### config.mk
export PLATFORM = sky130hd
export DESIGN_NAME = chacha_ctrl_flat
export DESIGN_NICKNAME = d
export VERILOG_FILES = /design/src/rtl/chacha_ctrl_if.sv /design/src/rtl/chacha_ctrl.sv /design/src/flat_wrapper.sv
export SDC_FILE = /design/constraint.sdc
export NUM_CORES = 1
export LEC_CHECK = 0
export ABC_AREA = 1
export CAP_MARGIN = 40
export CORE_ASPECT_RATIO = 0.7
export CORE_MARGIN = 3
export CORE_UTILIZATION = 47
export DETAILED_ROUTE_END_ITERATION = 10
export GPL_ROUTABILITY_DRIVEN = 0
export GPL_TIMING_DRIVEN = 1
export PLACE_DENSITY_LB_ADDON = 0.3
export SLEW_MARGIN = 10
export SYNTH_ARGS = -nofsm -noshare
export SYNTH_HDL_FRONTEND = slang
export SYNTH_SLANG_ARGS = --single-unit
### constraint.sdc
create_clock -name clk -period 3.76 [get_ports clk]
set_clock_uncertainty 0.15 [all_clocks]
set_input_delay 0.752 -clock clk [delete_from_list [all_inputs] [get_ports clk]]
set_output_delay 0.752 -clock clk [all_outputs]
set_load 0.02 [all_outputs]
### src/rtl/chacha_ctrl_if.sv
// rtl/chacha_ctrl_if.sv - host/datapath signal bundle for the ChaCha sequencer
//
// Purpose:
//   Groups the host strobes and the datapath control outputs of chacha_ctrl
//   so the sequencer, the host wrapper and the datapath share one bundle.
//
// Signals:
//   wr_key, wr_nnc, wr_ctr  host -> ctrl  load-start strobes (key / nonce / counter)
//   rd_blk                  host -> ctrl  consume one output byte this cycle
//   ld_en, ld_sel, ld_addr  ctrl -> dp    byte load strobe, target, byte index
//   rnd_en, rnd_diag        ctrl -> dp    advance one round cycle, column/diagonal
//   add_en                  ctrl -> dp    final feed-forward add
//   rd_addr                 ctrl -> dp    output byte index
//   ctr_inc                 ctrl -> dp    block counter increment pulse
//   blk_ready, busy         ctrl -> host  status
//
// Modports:
//   master  host side (drives strobes, observes controls/status)
//   slave   the sequencer itself
interface chacha_ctrl_if;
  logic       wr_key;
  logic       wr_nnc;
  logic       wr_ctr;
  logic       rd_blk;
  logic       ld_en;
  logic [1:0] ld_sel;
  logic [5:0] ld_addr;
  logic       rnd_en;
  logic       rnd_diag;
  logic       add_en;
  logic [5:0] rd_addr;
  logic       ctr_inc;
  logic       blk_ready;
  logic       busy;

  modport master (
    output wr_key, wr_nnc, wr_ctr, rd_blk,
    input  ld_en, ld_sel, ld_addr, rnd_en, rnd_diag, add_en,
    input  rd_addr, ctr_inc, blk_ready, busy
  );

  modport slave (
    input  wr_key, wr_nnc, wr_ctr, rd_blk,
    output ld_en, ld_sel, ld_addr, rnd_en, rnd_diag, add_en,
    output rd_addr, ctr_inc, blk_ready, busy
  );
endinterface

### src/rtl/chacha_ctrl.sv
// rtl/chacha_ctrl.sv - ChaCha block sequencer (load, rounds, final add, readout)
//
// Purpose:
//   Orders the ChaCha datapath through one block at a time:
//     key / nonce / counter byte loads -> ROUNDS*QR_CYCLES round cycles
//     (column and diagonal passes alternate, column first) -> one
//     feed-forward add -> 64-byte readout. A complete readout pulses the
//     counter increment and restarts the rounds for the next block.
//   Any write strobe during readout abandons the block and starts a load.
//
// Parameters:
//   ROUNDS     total rounds, even and >= 2
//   QR_CYCLES  datapath cycles per round, >= 1
//
// Ports:
//   clk    clock
//   rst_n  asynchronous active-low reset
//   bus    chacha_ctrl_if.slave (host strobes in, datapath controls out)
//
// Timing:
//   Every output except ctr_inc is a function of registered state only.
//   ctr_inc is high in the cycle that consumes byte 63, so the datapath
//   counter has advanced before the first round cycle of the next block.
module chacha_ctrl #(
  parameter int ROUNDS    = 20,
  parameter int QR_CYCLES = 4
) (
  input  logic          clk,
  input  logic          rst_n,
  chacha_ctrl_if.slave  bus
);

  localparam int RW = (ROUNDS > 1) ? $clog2(ROUNDS) : 1;
  localparam int QW = (QR_CYCLES > 1) ? $clog2(QR_CYCLES) : 1;

  localparam logic [RW-1:0] RND_LAST = RW'(ROUNDS - 1);
  localparam logic [QW-1:0] QR_LAST  = QW'(QR_CYCLES - 1);

  localparam logic [1:0] SEL_KEY = 2'd0;
  localparam logic [1:0] SEL_NNC = 2'd1;
  localparam logic [1:0] SEL_CTR = 2'd2;

  localparam logic [5:0] KEY_LAST = 6'd31;
  localparam logic [5:0] NNC_LAST = 6'd11;
  localparam logic [5:0] CTR_LAST = 6'd3;
  localparam logic [5:0] RD_LAST  = 6'd63;

  typedef enum logic [2:0] {
    S_IDLE,
    S_LOAD,
    S_ROUND,
    S_FINAL,
    S_READY,
    S_READ
  } state_t;

  state_t        state_q,   state_d;
  logic [1:0]    sel_q,     sel_d;
  logic [5:0]    ld_cnt_q,  ld_cnt_d;
  logic [RW-1:0] rnd_cnt_q, rnd_cnt_d;
  logic [QW-1:0] qr_cnt_q,  qr_cnt_d;
  logic [5:0]    rd_addr_q, rd_addr_d;
  logic          key_vld_q, key_vld_d;
  logic          nnc_vld_q, nnc_vld_d;

  logic          any_wr;
  logic          can_accept;
  logic          readable;
  logic [5:0]    ld_last_addr;
  logic [1:0]    wr_sel;

  assign any_wr     = bus.wr_key | bus.wr_nnc | bus.wr_ctr;
  assign readable   = (state_q == S_READY) || (state_q == S_READ);
  assign can_accept = (state_q == S_IDLE) || readable;

  // Simultaneous strobes resolve key > nonce > counter.
  assign wr_sel = bus.wr_key ? SEL_KEY :
                  bus.wr_nnc ? SEL_NNC : SEL_CTR;

  always_comb begin
    unique case (sel_q)
      SEL_KEY: ld_last_addr = KEY_LAST;
      SEL_NNC: ld_last_addr = NNC_LAST;
      default: ld_last_addr = CTR_LAST;
    endcase
  end

  always_ff @(posedge clk or negedge rst_n) begin
    if (!rst_n) begin
      state_q   <= S_IDLE;
      sel_q     <= SEL_KEY;
      ld_cnt_q  <= '0;
      rnd_cnt_q <= '0;
      qr_cnt_q  <= '0;
      rd_addr_q <= '0;
      key_vld_q <= 1'b0;
      nnc_vld_q <= 1'b0;
    end else begin
      state_q   <= state_d;
      sel_q     <= sel_d;
      ld_cnt_q  <= ld_cnt_d;
      rnd_cnt_q <= rnd_cnt_d;
      qr_cnt_q  <= qr_cnt_d;
      rd_addr_q <= rd_addr_d;
      key_vld_q <= key_vld_d;
      nnc_vld_q <= nnc_vld_d;
    end
  end

  always_comb begin
    state_d   = state_q;
    sel_d     = sel_q;
    ld_cnt_d  = ld_cnt_q;
    rnd_cnt_d = rnd_cnt_q;
    qr_cnt_d  = qr_cnt_q;
    rd_addr_d = rd_addr_q;
    key_vld_d = key_vld_q;
    nnc_vld_d = nnc_vld_q;

    bus.ld_en     = 1'b0;
    bus.ld_sel    = 2'd0;
    bus.ld_addr   = 6'd0;
    bus.rnd_en    = 1'b0;
    bus.rnd_diag  = 1'b0;
    bus.add_en    = 1'b0;
    bus.rd_addr   = rd_addr_q;
    bus.ctr_inc   = 1'b0;
    bus.blk_ready = readable;
    bus.busy      = 1'b0;

    unique case (state_q)
      S_IDLE, S_READY, S_READ: begin
        if (can_accept && any_wr) begin
          // A strobe during readout abandons the current block.
          state_d   = S_LOAD;
          sel_d     = wr_sel;
          ld_cnt_d  = '0;
          rd_addr_d = '0;
        end else if (readable && bus.rd_blk) begin
          if (rd_addr_q == RD_LAST) begin
            bus.ctr_inc = 1'b1;
            rd_addr_d   = '0;
            rnd_cnt_d   = '0;
            qr_cnt_d    = '0;
            state_d     = S_ROUND;
          end else begin
            rd_addr_d = rd_addr_q + 6'd1;
            state_d   = S_READ;
          end
        end
      end

      S_LOAD: begin
        bus.ld_en   = 1'b1;
        bus.ld_sel  = sel_q;
        bus.ld_addr = ld_cnt_q;
        if (ld_cnt_q == ld_last_addr) begin
          ld_cnt_d = '0;
          if (sel_q == SEL_KEY) key_vld_d = 1'b1;
          if (sel_q == SEL_NNC) nnc_vld_d = 1'b1;
          // Only a counter load launches a block, and only once the rest
          // of the state is present; the valid flags cannot change while
          // the counter itself is loading.
          if ((sel_q == SEL_CTR) && key_vld_q && nnc_vld_q) begin
            rnd_cnt_d = '0;
            qr_cnt_d  = '0;
            state_d   = S_ROUND;
          end else begin
            state_d = S_IDLE;
          end
        end else begin
          ld_cnt_d = ld_cnt_q + 6'd1;
        end
      end

      S_ROUND: begin
        bus.rnd_en   = 1'b1;
        bus.rnd_diag = rnd_cnt_q[0];
        bus.busy     = 1'b1;
        if (qr_cnt_q == QR_LAST) begin
          qr_cnt_d = '0;
          if (rnd_cnt_q == RND_LAST) begin
            rnd_cnt_d = '0;
            state_d   = S_FINAL;
          end else begin
            rnd_cnt_d = rnd_cnt_q + 1'b1;
          end
        end else begin
          qr_cnt_d = qr_cnt_q + 1'b1;
        end
      end

      S_FINAL: begin
        bus.add_en = 1'b1;
        bus.busy   = 1'b1;
        state_d    = S_READY;
      end

      default: begin
        state_d = S_IDLE;
      end
    endcase
  end

endmodule

### src/flat_wrapper.sv
// flat-port wrapper written by rule: the top's interface ports become plain ports
module chacha_ctrl_flat 
#(
  parameter int ROUNDS    = 20,
  parameter int QR_CYCLES = 4
)
  (clk, rst_n, bus_wr_key, bus_wr_nnc, bus_wr_ctr, bus_rd_blk, bus_ld_en, bus_ld_sel, bus_ld_addr, bus_rnd_en, bus_rnd_diag, bus_add_en, bus_rd_addr, bus_ctr_inc, bus_blk_ready, bus_busy);
  chacha_ctrl_if bus_i ();
  input  logic clk;
  input  logic rst_n;
  input wire logic [$bits(bus_i.wr_key)-1:0] bus_wr_key;
  input wire logic [$bits(bus_i.wr_nnc)-1:0] bus_wr_nnc;
  input wire logic [$bits(bus_i.wr_ctr)-1:0] bus_wr_ctr;
  input wire logic [$bits(bus_i.rd_blk)-1:0] bus_rd_blk;
  output wire logic [$bits(bus_i.ld_en)-1:0] bus_ld_en;
  output wire logic [$bits(bus_i.ld_sel)-1:0] bus_ld_sel;
  output wire logic [$bits(bus_i.ld_addr)-1:0] bus_ld_addr;
  output wire logic [$bits(bus_i.rnd_en)-1:0] bus_rnd_en;
  output wire logic [$bits(bus_i.rnd_diag)-1:0] bus_rnd_diag;
  output wire logic [$bits(bus_i.add_en)-1:0] bus_add_en;
  output wire logic [$bits(bus_i.rd_addr)-1:0] bus_rd_addr;
  output wire logic [$bits(bus_i.ctr_inc)-1:0] bus_ctr_inc;
  output wire logic [$bits(bus_i.blk_ready)-1:0] bus_blk_ready;
  output wire logic [$bits(bus_i.busy)-1:0] bus_busy;
  assign bus_i.wr_key = bus_wr_key;
  assign bus_i.wr_nnc = bus_wr_nnc;
  assign bus_i.wr_ctr = bus_wr_ctr;
  assign bus_i.rd_blk = bus_rd_blk;
  assign bus_ld_en = bus_i.ld_en;
  assign bus_ld_sel = bus_i.ld_sel;
  assign bus_ld_addr = bus_i.ld_addr;
  assign bus_rnd_en = bus_i.rnd_en;
  assign bus_rnd_diag = bus_i.rnd_diag;
  assign bus_add_en = bus_i.add_en;
  assign bus_rd_addr = bus_i.rd_addr;
  assign bus_ctr_inc = bus_i.ctr_inc;
  assign bus_blk_ready = bus_i.blk_ready;
  assign bus_busy = bus_i.busy;
  chacha_ctrl #(.ROUNDS(ROUNDS), .QR_CYCLES(QR_CYCLES)) u_core (.clk(clk), .rst_n(rst_n), .bus(bus_i));
endmodule
Word level (Yosys, flattened, before mapping)
Cells that the tools add are included.

Equal/unequal tests: 20. Reduce and logical (&&, ||, !) cells: 21. $add $sub $neg: 4. Bitwise logic cells: 2. Multiplexer cells: 43.

Operators by type and width (count): 6-bit 2-to-1 mux (6); 5-bit 2-to-1 mux (7); 2-bit 2-to-1 mux (10); 3-bit 2-to-1 mux (6); 5-bit one-hot mux with 3 select lines (1); 2-bit by 1-bit != test with 1-bit output (second input constant) (7); 6-bit by 1-bit adder with 6-bit output (second input constant) (2); 3-bit one-hot mux with 4 select lines (1); 6-bit one-hot mux with 2 select lines (1); 5-bit one-hot mux with 2 select lines (1); 1-bit 2-to-1 mux (9); 7-bit AND reduction (1); 3-bit by 2-bit == test with 1-bit output (second input constant) (2); 3-bit == test (second input constant) (2); 6-bit by 5-bit == test with 1-bit output (1); 6-bit == test (second input constant) (1); 2-bit one-hot mux with 3 select lines (1); 2-bit AND reduction (3); 3-bit AND reduction (2); 6-bit AND reduction (1); 5-bit by 1-bit adder with 5-bit output (second input constant) (1); 5-bit == test (second input constant) (1); 2-bit == test (second input constant) (2); 1-bit logical AND (4); other kinds (14) (17).

Bits in registers: 26. Output and inout port bits: 21. Input port bits: 6. Logic and storage cells: 98.

Longest topological paths before layout
Depth after elaboration: 6. Gate-level depth with buffers: 10. Gate-level depth less buffers: 10.

Worst setup path before layout
No wires, ideal clock.

Path type: input to output. From: input bus_wr_nnc. To: output bus_ctr_inc. Stages: 3. Arrival: 1736 ps. Path slack: 1122 ps. Path through: nor2_1 -> nand2_2 -> nor4_1.

Longest elaborated chain between the ends: 5.

RTL lines: from (decl) (RTL line flat_wrapper.sv:12) `input wire logic [$bits(bus_i.wr_nnc)-1:0] bus_wr_nnc;`; 1-bit OR (2 in series) (RTL line chacha_ctrl.sv:72) `assign any_wr = bus.wr_key | bus.wr_nnc | bus.wr_ctr;`; 1-bit logical AND (RTL line chacha_ctrl.sv:133) `if (can_accept && any_wr) begin`; 1-bit 2-to-1 mux (RTL line chacha_ctrl.sv:133); 1-bit 2-to-1 mux (RTL line chacha_ctrl.sv:131) `unique case (state_q)`; to (decl) (RTL line flat_wrapper.sv:22) `output wire logic [$bits(bus_i.ctr_inc)-1:0] bus_ctr_inc;`.

Every way passes these cells.

Final worst setup path
Ends and elaborated chain as after synthesis.

==> metrics.md <==
| Metric | Value |
|---|---|
| Hold Crit Start | `u_core.key_vld_q` |
| Final wirelength | `3530 µm` |
| Final setup viols | `0` |
| Avg Inst Size Synth | `7.82 µm²` |
| Hold WC Path Type | `reg -> reg` |
| Vias in the first global route | `1266` |
| Startpoint types | `primary input` |
| Max-Cap Viols | `0` |
| Crit path time final | `3390 ps` |
| Synthesis-to-finish area growth | `23.6%` |
| Final hold violations | `0` |
| Crit. Startpoint | `bus_wr_nnc` |
| Pleak | `0.965 nW` |
| Yosys top cell area share | `39.8%` |
| Syn_nets | `219` |
| Layout cell share with drive strength beyond 1 | `14.2%` |
| Clock transition at path regs | `100 ps` |
| Final core utilization | `62.5%` |
| N_diodes | `0` |
| Drt drc | `0` |
| Fillers | `290` |
| Max-slew violation count | `0` |
| Htree depth | `1` |
| Top post-synthesis cells by count | `nand2_1 (52), nor2_1 (27), dfrtp_1 (26)` |
| Synth area leader | `dfrtp_1` |
| Max_slew headroom | `64.5%` |
| Largest net degree at the start of global routing | `27` |
| Die area | `4230 µm²` |
| Gr usage total | `17.2%` |
| CTS buffer count | `3` |
| Via-per-instance ratio | `4.92` |
| P per Cell Area | `738 nW/µm²` |
| # port buffers | `26` |
| Seq/Total Area, Yosys | `39.8%` |
| WHS | `330 ps` |
| WP data required | `2860 ps` |
| Pre-CTS setup slack | `378 ps` |
| CTS Buffer Depth | `2` |
| Sink Count | `26` |
| Initial antenna violation count | `0` |
| I/O pin total | `27` |
| Crit Path Max Fanout | `4` |
| WP data arrival | `2480 ps` |
| Die H | `55.4 µm` |
| RR Startpoint | `u_core.bus.rd_addr[0]` |
| Distinct cells, synth | `30` |
| Clock Latency Late Sink | `280 ps` |
| Post-cts repair resize count | `0` |
| Drt pass-1 iters | `4` |
| Seq cells post-synth | `26` |
| Vias | `1408` |
| First-pass GRT wire length | `5890 µm` |
| Synth warn | `0` |
| Peak VDD IR | `0.423 mV` |
| CP Class | `in -> out` |
| Drt wl/cell | `12.3 µm` |
| Postcts setup bufs | `0` |
| Root Driver | `clkbuf_8` |
| Gr ovfl total | `0` |
| F_max | `295 MHz` |
| Final Net Count | `250` |
| Crit end category | `primary output` |
| Core area | `3230 µm²` |
| Final worst path period share | `90.1%` |
| Synth Instances | `209` |
| Post-synth EDFFs | `0` |
| CTS tree | `built` |
| Synth Cell Area | `1640 µm²` |
| Least-Margin Pin Slew | `532 ps` |
| Hpwl dp | `2650 µm` |
| Ys flop type | `dfrtp_1` |
| Ys async rst share | `100%` |
| Row count | `17` |
| Largest cells by area after synthesis | `dfrtp_1 (40%), nand2_1 (12%), nor2_1 (6.2%)` |
| Final WS setup | `373 ps` |
| Die Wd | `76.5 µm` |
| RSZ-0062 raised after global routing | `false` |
| Routed Antenna Nets | `0` |
| Starting Density | `50.6%` |
| 1st-iter DRT viols | `61` |
| Most frequent cell after synthesis | `nand2_1` |
| Post-route setup TNS | `0 ps` |
| Status | `completed` |
| Hold Buf Count CTS | `0` |
final timing paths:
path | end | slack [ps] | depth (start not counted)
min | u_core.key_vld_q | 330 | 1
max reg2reg | u_core.qr_cnt_q[0] | 1960 | 10
max | bus_ctr_inc | 370 | 5
max in group asynchronous | u_core.qr_cnt_q[1] | 2510 | 2
min in group asynchronous | u_core.ld_cnt_q[5] | 680 | 2
min reg2reg | u_core.key_vld_q | 330 | 1
cells by family after synthesis:
logic type | after synthesis | share of synthesized area [%]
xor+xnor | 7 | 3.75
compound gates | 22 | 9.41
flops | 26 | 39.8
buf+inv | 30 | 7.50
simple gates | 120 | 36.5
fa+ha+maj | 4 | 3.06
layer usage:
metal  up-vias  GRT usage [%]  share of wire (%)
met2        43           25.9                 43
li1        725              -                  -
met4         0           4.65               0.65
met1       638           24.5                 50
met5         -              0                  0
met3         2           4.23                5.9
final cells by class:
class	count	area [µm²]	area share [%]
clock buffers	3	41.3	2.04
clock inverters	1	30.0	1.49
inverters	29	111	5.51
multi-input cells	153	862	42.6
flip-flops and latches	26	651	32.2
well taps	47	58.8	2.91
repair buffers	27	268	13.2
state kept, by name, summed over array words and instances, names as in the netlist:
name / count
u_core.bus.rd_addr: 6
u_core.ld_cnt_q: 6
u_core.qr_cnt_q: 2
u_core.sel_q: 2
u_core.state_q: 3
u_core.nnc_vld_q: 1
u_core.key_vld_q: 1
u_core.rnd_cnt_q: 5
metrics by stage:
step	cell area, µm²	instances	total power [W]
CTS	2020	286	0.00150
floorplan	1640	209	0.00102
global route	2020	286	0.00160
detailed placement	1950	282	0.00125
finish	2020	286	0.00149
global placement	1950	282	0.00124
cell usage in the layout (no fill, tap or decap), drive strengths merged:
cell type / instances
nand2: 63
nor2: 33
inv: 29
clkdlybuf4s50: 26
dfrtp: 26
nand3: 18
o21ai: 6
a21oi: 6
xor2: 5
o22ai: 5
ha: 4
clkbuf: 3
nor3: 2
xnor2: 2
a31o: 2
o21a: 2
nor4: 1
nor3b: 1
and2: 1
nand3b: 1
a22oi: 1
bufinv: 1
buf: 1
power breakdown:
group | switching (W) | internal [W] | total [W] | leakage (nW)
Sequential | 0.0000919 | 0.000355 | 0.000447 | 0.347
Combinational | 0.000506 | 0.000299 | 0.000805 | 0.582
Clock | 0.0000979 | 0.000143 | 0.000241 | 0.0357
critical path: stages:
cell and delay, ps:
clkdlybuf4s50_1 420, nor2_1 170, nand2_2 130, nor4_1 340, clkdlybuf4s50_1 670
(Power assumes the default switching activity.)
